<file path="src/rtl/seq_mul8_pkg.sv">
// ---------------------------------------------------------------------------
// seq_mul8_pkg
// Shared definitions for the sequential 8x8 nibble-scheduled multiplier.
//   - state_e     : controller states (IDLE=0, MUL=1, DONE=2)
//   - STEP_*      : step numbers of the four nibble partial products
//   - ACC_W       : accumulator / result width
//   - step_shift  : left shift that aligns a partial product for its step
//   - align_product : widens an 8-bit partial product to ACC_W and aligns it
// ---------------------------------------------------------------------------
package seq_mul8_pkg;

  typedef enum logic [1:0] {
    ST_IDLE = 2'd0,
    ST_MUL  = 2'd1,
    ST_DONE = 2'd2
  } state_e;

  // Step order: al*bl, ah*bl, al*bh, ah*bh
  localparam logic [1:0] STEP_LL = 2'd0;
  localparam logic [1:0] STEP_HL = 2'd1;
  localparam logic [1:0] STEP_LH = 2'd2;
  localparam logic [1:0] STEP_HH = 2'd3;

  localparam int ACC_W = 16;

  // The two cross products both sit at nibble offset 1
  function automatic logic [3:0] step_shift(input logic [1:0] step);
    logic [3:0] sh;
    case (step)
      STEP_LL: sh = 4'd0;
      STEP_HL: sh = 4'd4;
      STEP_LH: sh = 4'd4;
      default: sh = 4'd8;
    endcase
    return sh;
  endfunction

  // Widen before shifting so the high partial product is never truncated
  function automatic logic [ACC_W-1:0] align_product(input logic [7:0] p,
                                                     input logic [1:0] step);
    logic [ACC_W-1:0] wide;
    wide = {{(ACC_W-8){1'b0}}, p};
    return wide << step_shift(step);
  endfunction

endpackage

</file>
<file path="src/rtl/mul4x4_exact.sv">
// ---------------------------------------------------------------------------
// mul4x4_exact
// Purely combinational unsigned 4x4 -> 8 multiplier, shared by all steps.
//   x : input  [3:0]  nibble operand
//   y : input  [3:0]  nibble operand
//   p : output [7:0]  x * y (max 225, always fits)
// ---------------------------------------------------------------------------
module mul4x4_exact (
  input  logic [3:0] x,
  input  logic [3:0] y,
  output logic [7:0] p
);

  // Zero-extend both operands so the product is computed at full 8-bit width
  assign p = {4'b0000, x} * {4'b0000, y};

endmodule

</file>
<file path="src/rtl/seq_mul8_sched.sv">
// ---------------------------------------------------------------------------
// seq_mul8_sched
// Sequential 8x8 unsigned multiplier that reuses one 4x4 multiplier over the
// four nibble partial products, one product per clock. An optional
// approximate mode skips the low x low product (r[3:0] forced to zero) and
// finishes one cycle sooner.
//
// Parameters:
//   APPROX_EN : 1 = per-request approx input honoured, 0 = always exact
// Ports:
//   clk       : input        rising-edge clock
//   rst       : input        synchronous active-high reset
//   in_valid  : input        operand request
//   in_ready  : output       high in IDLE, request accepted on valid&&ready
//   a, b      : input  [7:0] unsigned operands
//   approx    : input        per-request approximate mode
//   out_valid : output       high in DONE, result available on r
//   out_ready : input        consumer accepts result
//   r         : output [15:0] accumulator (meaningful when out_valid)
//   busy      : output       high whenever not in IDLE
// ---------------------------------------------------------------------------
module seq_mul8_sched
  import seq_mul8_pkg::*;
#(
  parameter int unsigned APPROX_EN = 1
) (
  input  logic        clk,
  input  logic        rst,
  input  logic        in_valid,
  output logic        in_ready,
  input  logic [7:0]  a,
  input  logic [7:0]  b,
  input  logic        approx,
  output logic        out_valid,
  input  logic        out_ready,
  output logic [15:0] r,
  output logic        busy
);

  state_e             state_q, state_d;
  logic [1:0]         step_q, step_d;
  logic [ACC_W-1:0]   acc_q, acc_d;
  logic [7:0]         a_q, a_d;
  logic [7:0]         b_q, b_d;
  logic               approx_q, approx_d;

  logic               approx_eff;
  logic [3:0]         mul_x;
  logic [3:0]         mul_y;
  logic [7:0]         mul_p;
  logic [ACC_W-1:0]   aligned_p;
  logic               add_en;

  assign approx_eff = approx && (APPROX_EN != 0);

  // Step bit 0 selects the high nibble of a, step bit 1 the high nibble of b,
  // which yields the order al*bl, ah*bl, al*bh, ah*bh.
  assign mul_x = step_q[0] ? a_q[7:4] : a_q[3:0];
  assign mul_y = step_q[1] ? b_q[7:4] : b_q[3:0];

  mul4x4_exact u_mul (
    .x (mul_x),
    .y (mul_y),
    .p (mul_p)
  );

  assign aligned_p = align_product(mul_p, step_q);

  // Approximate requests start at STEP_HL, so this guard only matters if the
  // step counter were ever at STEP_LL in approximate mode.
  assign add_en = !(approx_q && (step_q == STEP_LL));

  // Outputs decode the registered state only; no handshake input feeds them.
  assign in_ready  = (state_q == ST_IDLE);
  assign out_valid = (state_q == ST_DONE);
  assign busy      = (state_q != ST_IDLE);
  assign r         = acc_q;

  always_comb begin
    state_d  = state_q;
    step_d   = step_q;
    acc_d    = acc_q;
    a_d      = a_q;
    b_d      = b_q;
    approx_d = approx_q;

    case (state_q)
      ST_IDLE: begin
        if (in_valid) begin
          a_d      = a;
          b_d      = b;
          approx_d = approx_eff;
          acc_d    = '0;
          step_d   = approx_eff ? STEP_HL : STEP_LL;
          state_d  = ST_MUL;
        end
      end

      ST_MUL: begin
        acc_d  = acc_q + (add_en ? aligned_p : {ACC_W{1'b0}});
        step_d = step_q + 2'd1;
        if (step_q == STEP_HH) begin
          step_d  = STEP_LL;
          state_d = ST_DONE;
        end
      end

      ST_DONE: begin
        // Result held here; a new request can only be taken once back in IDLE
        if (out_ready) begin
          state_d = ST_IDLE;
        end
      end

      default: begin
        state_d = ST_IDLE;
        step_d  = STEP_LL;
      end
    endcase
  end

  // Reset wins over every handshake in the same cycle and clears all state
  always_ff @(posedge clk) begin
    if (rst) begin
      state_q  <= ST_IDLE;
      step_q   <= STEP_LL;
      acc_q    <= '0;
      a_q      <= '0;
      b_q      <= '0;
      approx_q <= 1'b0;
    end else begin
      state_q  <= state_d;
      step_q   <= step_d;
      acc_q    <= acc_d;
      a_q      <= a_d;
      b_q      <= b_d;
      approx_q <= approx_d;
    end
  end

endmodule

</file>
<file path="config.mk">
export PLATFORM = sky130hd
export DESIGN_NAME = seq_mul8_sched
export DESIGN_NICKNAME = d
export VERILOG_FILES = /design/src/rtl/seq_mul8_pkg.sv /design/src/rtl/mul4x4_exact.sv /design/src/rtl/seq_mul8_sched.sv
export SDC_FILE = /design/constraint.sdc
export NUM_CORES = 1
export LEC_CHECK = 0
export ABC_AREA = 1
export CAP_MARGIN = 20
export CORE_MARGIN = 2
export CORE_UTILIZATION = 60
export CTS_CLUSTER_SIZE = 12
export DETAILED_ROUTE_END_ITERATION = 12
export PLACE_DENSITY = 0.95
export SYNTH_ARGS = -nofsm -noshare
export SYNTH_HDL_FRONTEND = slang
export SYNTH_SLANG_ARGS = --single-unit
</file>
<file path="constraint.sdc">
create_clock -name clk -period 6.65 [get_ports clk]
set_input_delay 1.33 -clock clk [delete_from_list [all_inputs] [get_ports clk]]
set_output_delay 1.33 -clock clk [all_outputs]
set_load 0.02 [all_outputs]
</file>
==> impl_results.md <==
* Port bufs at 39
* Hold path depth at 2
* R2R Setup Slk at 1810 ps
* Fill cells at 340
* I/O pin cnt at 40
* Share of the synthesized area in the top cell type at 26.0%
* Hold bufs inserted after CTS at 0
* Most frequent CP cell: fa_1
* Maximum clock frequency at 0.206 GHz
* CTS Root Cell: clkbuf_8
* R2r startpoint: step_q[0]
* Final antenna diode count at 0
* Post-route ant nets at 0
* First-pass GRT wire length at 11700 um
* Die Y at 73.0 um
* Via total after detailed routing at 2893
* Syn avg cell area at between 6 and 7 um^2
* Congestion Overflow GR at 0
* Clock Skews at 5.09 ps
* Fraction of registers with async set/reset at 0%
* Synthesized Nets at 463
* Leakage dissipation at 0.00147 uW
* Rows at 25
* Worst path cell trace: mux2i_1 -> or2_2 -> fa_1 -> inv_1 -> fa_1 -> inv_1 -> fa_1 -> o21ai_0 -> a21oi_1 -> xnor2_1 -> mux2i_1 -> nor2_1 -> ha_1 -> a21o_1 -> nor2_1 -> nand2_2 -> nand3_1 -> nand2_1 -> or2_1 -> nand3_1 -> a21oi_1
* Max-Cap Viols at 0
* Top cells by area, synth: dfxtp_1 (26%), nand2_1 (14%), ha_1 (13%)
* Status: finished, final reports clean
* Detailed-route wire length per cell at ~14 um
* Ys Warns at 0
* Crit path time final at 4840 ps
* Number of global-route vias before repair at roughly 2700
* Crit path launch type: flop
* # DRC at 0
* Clock sink total at 37
* Count leader, synth: nand2_1
* Worst slew margin at 39.1%
* Worst Tran Pin Value at 912 ps
* Worst-path clk slew at 80 ps
* Core box area at 4660 um^2
* Starting Density at 61.2%
* Worst r2r dst: r[11]
* CP Data Arrival Time at around 5000 ps
* Yosys cell types at 42
* Setup Buffers After CTS at 0
* Area Overhead vs Synth at 17.8%
* Layout cells sized above 1 at approximately 8.6%
* Largest fanout on the critical path at 8
* Worst hold path class: flop to flop
* Setup CP Type: flop to flop
* Max clock buf depth at 2
* Vias per cell at 5.83
* Pins Over Slew Limit at 0
* Total global-route track usage at 27.6%
* Depth of the worst register-to-register path at 21
* Final Routed Wirelength at a little under 7000 um
* Power per cell area at 162 nW/um^2
* Fin nets at 496
* Fin Setup TNS at 0 ps
* CP endpoint kind: flop
* Main flop type after synthesis: dfxtp_1
* Worst Hold Slack at 471 ps
* DP HPWL at between 5000 and 6000 um
* Gpl congestion at 0.989
* Sequential fraction of the synthesis area at 26.0%
* Yosys top cell by area: dfxtp_1
* Htree depth at 2
* Final hold viol count at 0
* Worst skew pair latency at slightly below 300 ps
* Max VDD drop at ~0.10 mV
* First DRT Iteration DRCs at about 200
* TritonCTS clock tree: done
* Die X-Extent at roughly 73 um
* Initial antenna violation count at 0
* Min-Delay Startpoint: b_q[1]
* CP required at about 6800 ps
* Largest net degree at the start of global routing at 38
* Post_cts resized at 0
* Crit path max-delay cell type: dfxtp_1
* Setup Viol. Count Final at 0
* Synthesized area at 2850 um^2
* Tcrit/Tclk final at 72.8%
* RSZ-0062 raised after global routing: false
* Number of synthesized flops with an enable pin at 0
* Max stage delay on crit path at 570 ps
* Cell count after synthesis at 408
* Worst Hold Endpoint: b_q[1]
* Drt first pass iters at 6
* Total CTS buffers at 5
* Top cells by count, synth: nand2_1 (109), a21oi_1 (51), dfxtp_1 (37)
* Die Area at 5320 um^2
* #FFs+latches synth at 37
==> worst max-delay path, delay by kind of cell (launching register included) <==
| kind | cells | cell delay, ps |
|---|---|---|
| AND/OR/NAND/NOR | 8 | 1030 |
| flip-flops | 1 | 570 |
| AO/OA/AOI/OAI | 4 | 530 |
| adder cells (fa/ha/maj) | 4 | 1900 |
| multiplexers | 2 | 410 |
| XOR/XNOR | 1 | 150 |
| buffers and inverters | 2 | 130 |
==> kinds of logic after synthesis <==
logic type	synth area share, %
compound gates	15.8
mux	3.51
buf+inv	7.28
xor+xnor	1.23
fa+ha+maj	16.2
flops	26.0
simple gates	30.0
==> layout by cell type, fill, tap and decap left out, drive strengths merged, types with 11 or more instances in the layout <==
cell	synthesis	layout
o21ai	14	14
a21oi	53	53
dfxtp	37	37
nor2	39	39
or2	11	11
ha	29	29
nand2	112	112
clkdlybuf4s50	0	39
inv	35	35
nand3	21	21
==> flip-flops by register name (all words and copies together), names as in the netlist <==
register / count
a_q: 8
r: 16
approx_q: 1
state_q: 2
b_q: 8
step_q: 2
==> stage by stage <==
| step | area, um^2 | util (%) | setup slack, ps | total power, uW | std cells |
|---|---|---|---|---|---|
| 6_report | 3360 | 72.2 | 1810 | 546 | 496 |
| 5_1_grt | 3360 | 72.2 | 1490 | 568 | 496 |
| 4_1_cts | 3360 | 72.2 | 1840 | 547 | 496 |
| 3_5_place_dp | 3240 | 69.6 | 1870 | 339 | 488 |
| 3_3_place_gp | 3240 | 69.6 | 2060 | 335 | 488 |
| 2_1_floorplan | 2850 | - | 2270 | 310 | 408 |
==> per-layer routing <==
| layer | share of wire (%) | vias up | track usage [%] |
|---|---|---|---|
| met2 | 47 | 128 | 45.6 |
| met1 | 43 | 1318 | 35.5 |
| li1 | - | 1421 | - |
| met5 | 0 | - | 0 |
| met4 | 2.8 | 0 | 9.67 |
| met3 | 6.6 | 26 | 6.22 |
==> cell type report <==
type                            count  area (um^2)  share of cell area [%]
Multi-Input combinational cell    322         1910                    56.7
Sequential cell                    37          741                    22.0
Timing Repair Buffer               40          398                    11.8
Inverter                           35          131                    3.91
Clock buffer                        6         82.6                    2.46
Tap cell                           54         67.6                    2.01
Clock inverter                      2         37.5                    1.12
==> how the worst max path moves through the flow <==
| stage | startpoint | endpoint | slack [ps] | cells after the start |
|---|---|---|---|---|
| after floorplan | step_q[1] | r[11] | 2270 | 22 |
| after global placement | step_q[0] | r[11] | 2060 | 21 |
| after detailed placement | step_q[0] | r[11] | 1870 | 21 |
| after CTS | step_q[0] | r[11] | 1840 | 21 |
| after global routing | step_q[0] | r[11] | 1490 | 22 |
| final | step_q[0] | r[11] | 1810 | 21 |
==> where the power goes <==
| part | switching, uW | internal [uW] | total (uW) |
|---|---|---|---|
| clock network | 88.1 | 122 | 210 |
| logic | 58.5 | 39.6 | 98.1 |
| registers | 7.73 | 230 | 238 |
| total | 154 | 392 | 546 |
Note: power is estimated with default switching activity, not from simulation.
